`src/rtl/tx_dc_pkg.sv`:
```
// ----------------------------------------------------------------------------
// tx_dc_pkg
// Shared definitions for the TX DC-offset (carrier-null) insertion block:
// default widths, the default ramp step and the ramp state enumeration.
// ----------------------------------------------------------------------------
package tx_dc_pkg;

   localparam int DW_DEF   = 24;  // I/Q sample width (signed)
   localparam int OW_DEF   = 16;  // offset word width (signed)
   localparam int STEP_DEF = 16;  // ramp increment, LSBs per accepted sample

   // IDLE : applied offset equals the target
   // RAMP : applied offset is still walking toward the target
   typedef enum logic {
      IDLE = 1'b0,
      RAMP = 1'b1
   } ramp_state_e;

endpackage

```
`src/rtl/dc_ramp_step.sv`:
```
// ----------------------------------------------------------------------------
// dc_ramp_step
// One channel of the offset ramp. When en is high the applied offset moves
// STEP LSBs toward the target, landing exactly on the target instead of
// overshooting it. When en is low the offset is returned unchanged.
// STEP is assumed to be below 2^OW.
//
// Ports
//   en   in   advance this cycle
//   cur  in   present applied offset (signed, OW)
//   tgt  in   target offset (signed, OW)
//   nxt  out  applied offset for the next cycle (signed, OW)
// ----------------------------------------------------------------------------
module dc_ramp_step
   import tx_dc_pkg::*;
#(
   parameter int OW   = OW_DEF,
   parameter int STEP = STEP_DEF
) (
   input  logic                 en,
   input  logic signed [OW-1:0] cur,
   input  logic signed [OW-1:0] tgt,
   output logic signed [OW-1:0] nxt
);

   // Two guard bits: the difference of two OW-bit signed values needs OW+1,
   // and cur +/- STEP is formed before narrowing back.
   localparam logic signed [OW+1:0] STEP_W = (OW+2)'(STEP);

   logic signed [OW+1:0] diff;

   always_comb begin
      diff = (OW+2)'(tgt) - (OW+2)'(cur);
      nxt  = cur;
      if (en) begin
         if (diff > STEP_W) begin
            nxt = OW'((OW+2)'(cur) + STEP_W);
         end else if (diff < -STEP_W) begin
            nxt = OW'((OW+2)'(cur) - STEP_W);
         end else begin
            // Within one step of the target: land on it exactly.
            nxt = tgt;
         end
      end
   end

endmodule

```
`src/rtl/tx_dc_offset_insert.sv`:
```
// ----------------------------------------------------------------------------
// tx_dc_offset_insert
// Adds a programmable DC offset to each TX I/Q sample so the DAC's carrier
// leakage can be nulled. A new offset target is loaded with offset_load; the
// applied offset then ramps toward it by STEP LSBs per accepted sample, so
// the carrier level never jumps. The ramp only advances on accepted samples.
//
// Configuration macro: TX_DC_SAT_EN
//   defined   : the I/Q + offset sum saturates to the DW-bit signed range
//   undefined : the sum wraps (two's-complement truncation to DW bits)
//
// Ports
//   clk, rst              clock, asynchronous active-high reset
//   in_valid/in_ready     input sample handshake
//   in_i, in_q            input samples (signed, DW)
//   out_valid/out_ready   output sample handshake
//   out_i, out_q          offset-corrected samples (signed, DW), 1-cycle latency
//   offset_i, offset_q    new target offsets (signed, OW)
//   offset_load           capture offset_i/offset_q as the new target
//   ramp_busy             ramp FSM state: 1 = RAMP (applied != target)
//
// Handshake: a transfer happens on a rising edge where valid and ready are
// both high. in_ready = !out_valid | out_ready, so the single output register
// accepts whenever it is empty or being drained; while out_valid=1 and
// out_ready=0 the output register holds its contents unchanged.
// ----------------------------------------------------------------------------
module tx_dc_offset_insert
   import tx_dc_pkg::*;
#(
   parameter int DW   = DW_DEF,
   parameter int OW   = OW_DEF,
   parameter int STEP = STEP_DEF
) (
   input  logic          clk,
   input  logic          rst,
   input  logic          in_valid,
   output logic          in_ready,
   input  logic [DW-1:0] in_i,
   input  logic [DW-1:0] in_q,
   output logic          out_valid,
   input  logic          out_ready,
   output logic [DW-1:0] out_i,
   output logic [DW-1:0] out_q,
   input  logic [OW-1:0] offset_i,
   input  logic [OW-1:0] offset_q,
   input  logic          offset_load,
   output logic          ramp_busy
);

   ramp_state_e          state, state_nxt;
   logic signed [OW-1:0] cur_i, cur_q;
   logic signed [OW-1:0] tgt_i, tgt_q;
   logic signed [OW-1:0] nxt_i, nxt_q;
   logic signed [OW-1:0] tgt_nxt_i, tgt_nxt_q;
   logic                 accept;
   logic                 step_en;
   logic [DW-1:0]        res_i, res_q;

   assign in_ready  = !out_valid | out_ready;
   assign accept    = in_valid & in_ready;
   assign step_en   = accept & (state == RAMP);
   assign ramp_busy = (state == RAMP);

   // A load takes effect as the target from the next cycle; a sample accepted
   // in the same cycle still steps toward the old target.
   assign tgt_nxt_i = offset_load ? offset_i : tgt_i;
   assign tgt_nxt_q = offset_load ? offset_q : tgt_q;

   dc_ramp_step #(.OW(OW), .STEP(STEP)) u_step_i (
      .en  (step_en),
      .cur (cur_i),
      .tgt (tgt_i),
      .nxt (nxt_i)
   );

   dc_ramp_step #(.OW(OW), .STEP(STEP)) u_step_q (
      .en  (step_en),
      .cur (cur_q),
      .tgt (tgt_q),
      .nxt (nxt_q)
   );

   // ------------------------------------------------------------------------
   // Ramp FSM
   // ------------------------------------------------------------------------
   always_ff @(posedge clk or posedge rst) begin
      if (rst) begin
         state <= IDLE;
      end else begin
         state <= state_nxt;
      end
   end

   always_comb begin
      state_nxt = state;
      case (state)
         IDLE: begin
            // cur does not move in IDLE, so only a differing load starts a ramp.
            if (offset_load && ((offset_i != cur_i) || (offset_q != cur_q))) begin
               state_nxt = RAMP;
            end
         end
         RAMP: begin
            // Compare next-cycle values so a retarget onto the landing point
            // (or the final step) ends the ramp on the same edge.
            if ((nxt_i == tgt_nxt_i) && (nxt_q == tgt_nxt_q)) begin
               state_nxt = IDLE;
            end
         end
         default: state_nxt = IDLE;
      endcase
   end

   // ------------------------------------------------------------------------
   // Offset registers
   // ------------------------------------------------------------------------
   always_ff @(posedge clk or posedge rst) begin
      if (rst) begin
         cur_i <= '0;
         cur_q <= '0;
         tgt_i <= '0;
         tgt_q <= '0;
      end else begin
         cur_i <= nxt_i;
         cur_q <= nxt_q;
         tgt_i <= tgt_nxt_i;
         tgt_q <= tgt_nxt_q;
      end
   end

   // ------------------------------------------------------------------------
   // Offset insertion: sample + sign-extended pre-step offset
   // ------------------------------------------------------------------------
`ifdef TX_DC_SAT_EN
   logic signed [DW:0] sum_i, sum_q;

   function automatic logic [DW-1:0] sat_dw(input logic signed [DW:0] s);
      logic [DW-1:0] r;
      if (s[DW] != s[DW-1]) begin
         // Sign bit disagrees with MSB: overflowed, clip to the rail.
         r = s[DW] ? {1'b1, {(DW-1){1'b0}}} : {1'b0, {(DW-1){1'b1}}};
      end else begin
         r = s[DW-1:0];
      end
      return r;
   endfunction

   assign sum_i = (DW+1)'($signed(in_i)) + (DW+1)'(cur_i);
   assign sum_q = (DW+1)'($signed(in_q)) + (DW+1)'(cur_q);
   assign res_i = sat_dw(sum_i);
   assign res_q = sat_dw(sum_q);
`else
   // Low DW bits of the DW+1-bit sum are the DW-bit wrapped sum.
   assign res_i = in_i + DW'(cur_i);
   assign res_q = in_q + DW'(cur_q);
`endif

   // ------------------------------------------------------------------------
   // Output register
   // ------------------------------------------------------------------------
   always_ff @(posedge clk or posedge rst) begin
      if (rst) begin
         out_valid <= 1'b0;
         out_i     <= '0;
         out_q     <= '0;
      end else if (in_ready) begin
         out_valid <= in_valid;
         if (in_valid) begin
            out_i <= res_i;
            out_q <= res_q;
         end
      end
   end

endmodule
```
`config.mk`:
```
export PLATFORM = sky130hd
export DESIGN_NAME = tx_dc_offset_insert
export DESIGN_NICKNAME = d
export VERILOG_FILES = /design/src/rtl/tx_dc_pkg.sv /design/src/rtl/dc_ramp_step.sv /design/src/rtl/tx_dc_offset_insert.sv
export SDC_FILE = /design/constraint.sdc
export NUM_CORES = 1
export LEC_CHECK = 0
export ABC_CLOCK_PERIOD_IN_PS = 6000
export BUFFER_PORTS_ARGS = -buffer_cell sky130_fd_sc_hd__buf_2
export CAP_MARGIN = 10
export CORE_MARGIN = 2
export CORE_UTILIZATION = 60
export DETAILED_ROUTE_END_ITERATION = 10
export PLACE_DENSITY = 0.82
export REMOVE_ABC_BUFFERS = 1
export SLEW_MARGIN = 25
export SYNTH_ARGS = -nofsm -noshare
export SYNTH_HDL_FRONTEND = slang
export SYNTH_SLANG_ARGS = --single-unit
```
`constraint.sdc`:
```
create_clock -name clk -period 6 [get_ports clk]
set_clock_uncertainty 0.1 [all_clocks]
set_input_delay 0.9 -clock clk [delete_from_list [all_inputs] [get_ports clk]]
set_output_delay 0.9 -clock clk [all_outputs]
set_load 0.01 [all_outputs]
```
==> results.py <==
metrics = {
    "setup_path": {
        "path_cells": "inv_1, ha_1, and4_4, and3_1, a21oi_1, o311ai_2, o2111ai_1, or4_4, o31ai_1, o221ai_1, and2_1, nor4_1, o221ai_1, or4_1, o41a_1",
        "cp_common_cell": "o221ai_1",
        "critPathArrivalTime_ns": 5.95,
        "worstSetupPathType": "reg2reg",
        "crit_buf_inv": 1,
        "critPathLaunchType": "flop",
        "max_stage_delay_ns": 0.64,
        "worstPathMaxFanout": 9,
        "cp.depth": 15,
        "slowest_stage": "nor4_1",
        "end_kind": "flop",
        "r2r_cells": 15,
        "cp_top_family": "simple AND/OR/NAND/NOR gates",
        "required_ns": 6.19,
    },
    "power": {
        "intPower_mw": 3.13,
        "p_sw_frac": 0.486,
        "combinationalPowerShare": 0.642,
        "switchingPower_mw": 2.96,
        "p_leak_nw": 5.68,
        "ir_worst_vdd_mv": 0.245,
        "p_per_area_nw_per_um2": 494,
        "total_power_mw": 6.09,
        "pwr-share-seq": 0.200,
        "pwr-share-clk": 0.158,
    },
    "synthesis": {
        "syn_inst": 1307,
        "synth_ff_type": "dfrtp_1",
        "synth_top_area_share": 0.264,
        "synth_common_cells": "dfrtp_1, nand2_1, inv_1, o21ai_0, ha_1",
        "synth.most_common_cell": "dfrtp_1",
        "async_reset_ff_frac": 1.00,
        "ys_seq_area_frac": 0.264,
        "ys_warn_count": 0,
        "ys_top_cells_by_area": "dfrtp_1, ha_1, xor2_1, o21ai_0, nand2_1",
        "synth_area_um2": 10800,
        "avgSynthCellArea_um2": 8.28,
        "ys_types": 92,
        "ys_seq_elements": 114,
        "synth-edff-count": 0,
        "yosysTopAreaCell": "dfrtp_1",
    },
    "clock_network": {
        "clockRootBuffer": "clkbuf_16",
        "cts_tree": "built",
        "htree_num_levels": 4,
        "cts_buffers": 17,
        "cts.hold.buffers_added": 0,
        "postCtsSetupBuffers": 0,
        "cts_resized": 0,
        "clock-sinks": 114,
        "clock_latency_ns": 0.42,
        "cts.reportedPaths.clkPinSlew_ns": 0.06,
        "ctsLongestPathBuffers": 2,
    },
    "sta": {
        "tightest_slew_ns": 0.935,
        "drv_slew": 0,
        "rsz0062_at_grt": "no",
        "final.setup.tns_ns": 0,
        "setup_viol": 0,
        "hold_violations": 0,
        "final.period_utilization": 0.960,
        "final_critical_path_setup_slack_ns": 0.238,
        "fin_crit_ns": 5.76,
        "slew_headroom": 0.370,
        "clock.fmax_mhz": 174,
    },
    "floorplan": {
        "die-area_um2": 19100,
        "die_w_um": 138,
        "row_count": 49,
        "start_util": 0.607,
        "io_pins": 136,
        "coreArea_um2": 17800,
        "die_h_um": 138,
    },
    "drt": {
        "drtIter0Drc": 1082,
        "final_antenna_net_count": 0,
        "drc": 0,
        "viasPerCell": 6.49,
        "wl_mm": 34.5,
        "drt_pass1_iterations": 6,
        "avgRoutedWirePerCell_um": 20.6,
        "num_vias": 10857,
    },
    "global_routing": {
        "grt_max_degree": 95,
        "grt_pass1_wl_mm": 54.4,
        "overflow": 0,
        "globalRouteTotalUtil": 0.353,
        "grt_pass1_vias": 10125,
        "antenna_found_initial": 0,
    },
    "layout": {
        "final_area_um2": 12300,
        "drive_gt1_frac": 0.174,
        "syn_to_final_growth_pct": 13.9,
        "fillers": 1486,
        "nets": 1604,
        "antenna_cells": 0,
    },
    "min_path": {
        "hp-class": "reg2reg",
        "hold_depth": 2,
    },
    "placed_design": {
        "pre_cts_ws_ns": 0.491,
        "placed_cell_area_um2": 11800,
        "hpwl_mm": 26.8,
        "portBuffers": 135,
        "place_congestion": 1.05,
    },
    "status": {
        "status": "complete, no violations",
    },
    "flow_run": {
        "maxCapViolCount": 0,
    },
}
==> tightest hold or removal path, delay by kind of cell, from the launching register on <==
kind | cells | cell delay [ns]
flops | 1 | 0.33
compound gates | 1 | 0.06
simple gates | 1 | 0.05
==> metrics by stage <==
step | hold slack (ns) | std cells | utilization
2_1_floorplan | 0.400 | 1253 | -
3_3_place_gp | 0.355 | 1643 | 0.660
3_5_place_dp | 0.363 | 1643 | 0.660
4_1_cts | 0.375 | 1674 | 0.691
5_1_grt | 0.394 | 1674 | 0.691
6_report | 0.370 | 1674 | 0.691
==> kinds of logic (layout without fill, tap and decap cells) <==
family,after synthesis,count (layout),share of synthesized area
AOI/OAI and AO/OA,385,385,0.247
muxes,49,49,0.0488
adders and majority gates,86,86,0.102
and+or+nand+nor,415,415,0.196
buffers and inverters,146,284,0.0523
xor gates and xnor gates,112,112,0.0906
DFF,114,114,0.264
==> metal layers <==
layer,vias to the layer above,share of wire,global-route usage
met1,5117,0.45,0.518
met4,0,0.032,0.129
met2,583,0.43,0.529
met5,-,0,0
met3,79,0.087,0.0554
li1,5078,-,-
==> cell usage in the layout, fill, tap and decap left out, types with 6 or more instances in the layout <==
cell type  count
a2111oi_0      6
a211oi_1      14
a21o_1        23
a21oi_1       62
a221oi_1       8
a22oi_1        8
a31oi_1       17
and2_1        15
and3_1        19
and4_1         6
buf_2        135
buf_4         26
clkbuf_16     17
dfrtp_1      114
ha_1          82
inv_1         90
mux2_2        25
mux2i_1       22
nand2_1      107
nand2b_1      13
nand3_1       45
nand4_1       13
nor2_1        79
nor2b_1       10
nor3_1        45
nor4_1        17
o2111ai_1     10
o211ai_1      19
o21a_1        20
o21ai_0       91
o21bai_1       8
o221ai_1       7
o22ai_1        9
o31ai_1       12
or4_1          7
xnor2_1       46
xor2_1        66
==> path summary, 6_finish.rpt <==
path                                        from               endpoint  slack (ns)
max                           cur_q[8]$_DFF_PP0_    ramp_busy$_DFF_PP0_        0.24
max in group asynchronous                    rst    cur_q[13]$_DFF_PP0_        4.03
min reg2reg                out_q[15]$_DFFE_PP0P_  out_q[15]$_DFFE_PP0P_        0.37
min                        out_q[15]$_DFFE_PP0P_  out_q[15]$_DFFE_PP0P_        0.37
min in group asynchronous                    rst  out_i[21]$_DFFE_PP0P_        0.53
max reg2reg                   cur_q[8]$_DFF_PP0_    ramp_busy$_DFF_PP0_        0.24
==> power by group through the flow <==
stage | Sequential, mW | Clock [mW] | Combinational (mW)
floorplan | 1.29 | 0 | 2.62
global placement | 1.21 | 0 | 3.75
detailed placement | 1.22 | 0 | 3.78
CTS | 1.21 | 0.970 | 3.82
global route | 1.24 | 1.01 | 4.25
finish | 1.22 | 0.964 | 3.91
==> flip-flops by register name, summed over array words and instances, names as in the netlist <==
name and cells:
cur_i 16, tgt_q 16, out_valid 1, tgt_i 16, out_q 24, out_i 24
cur_q 16, ramp_busy 1
==> cell type report <==
cell class | instances | area (um2) | share of cell area
multi-input combinational | 1047 | 7420 | 0.602
sequential | 114 | 2850 | 0.232
timing repair buffer | 161 | 871 | 0.0707
clock buffer | 21 | 460 | 0.0374
inverter | 92 | 348 | 0.0282
tap | 229 | 287 | 0.0233
clock inverter | 10 | 86.3 | 0.00701
Power figures use the tool's default switching activity.
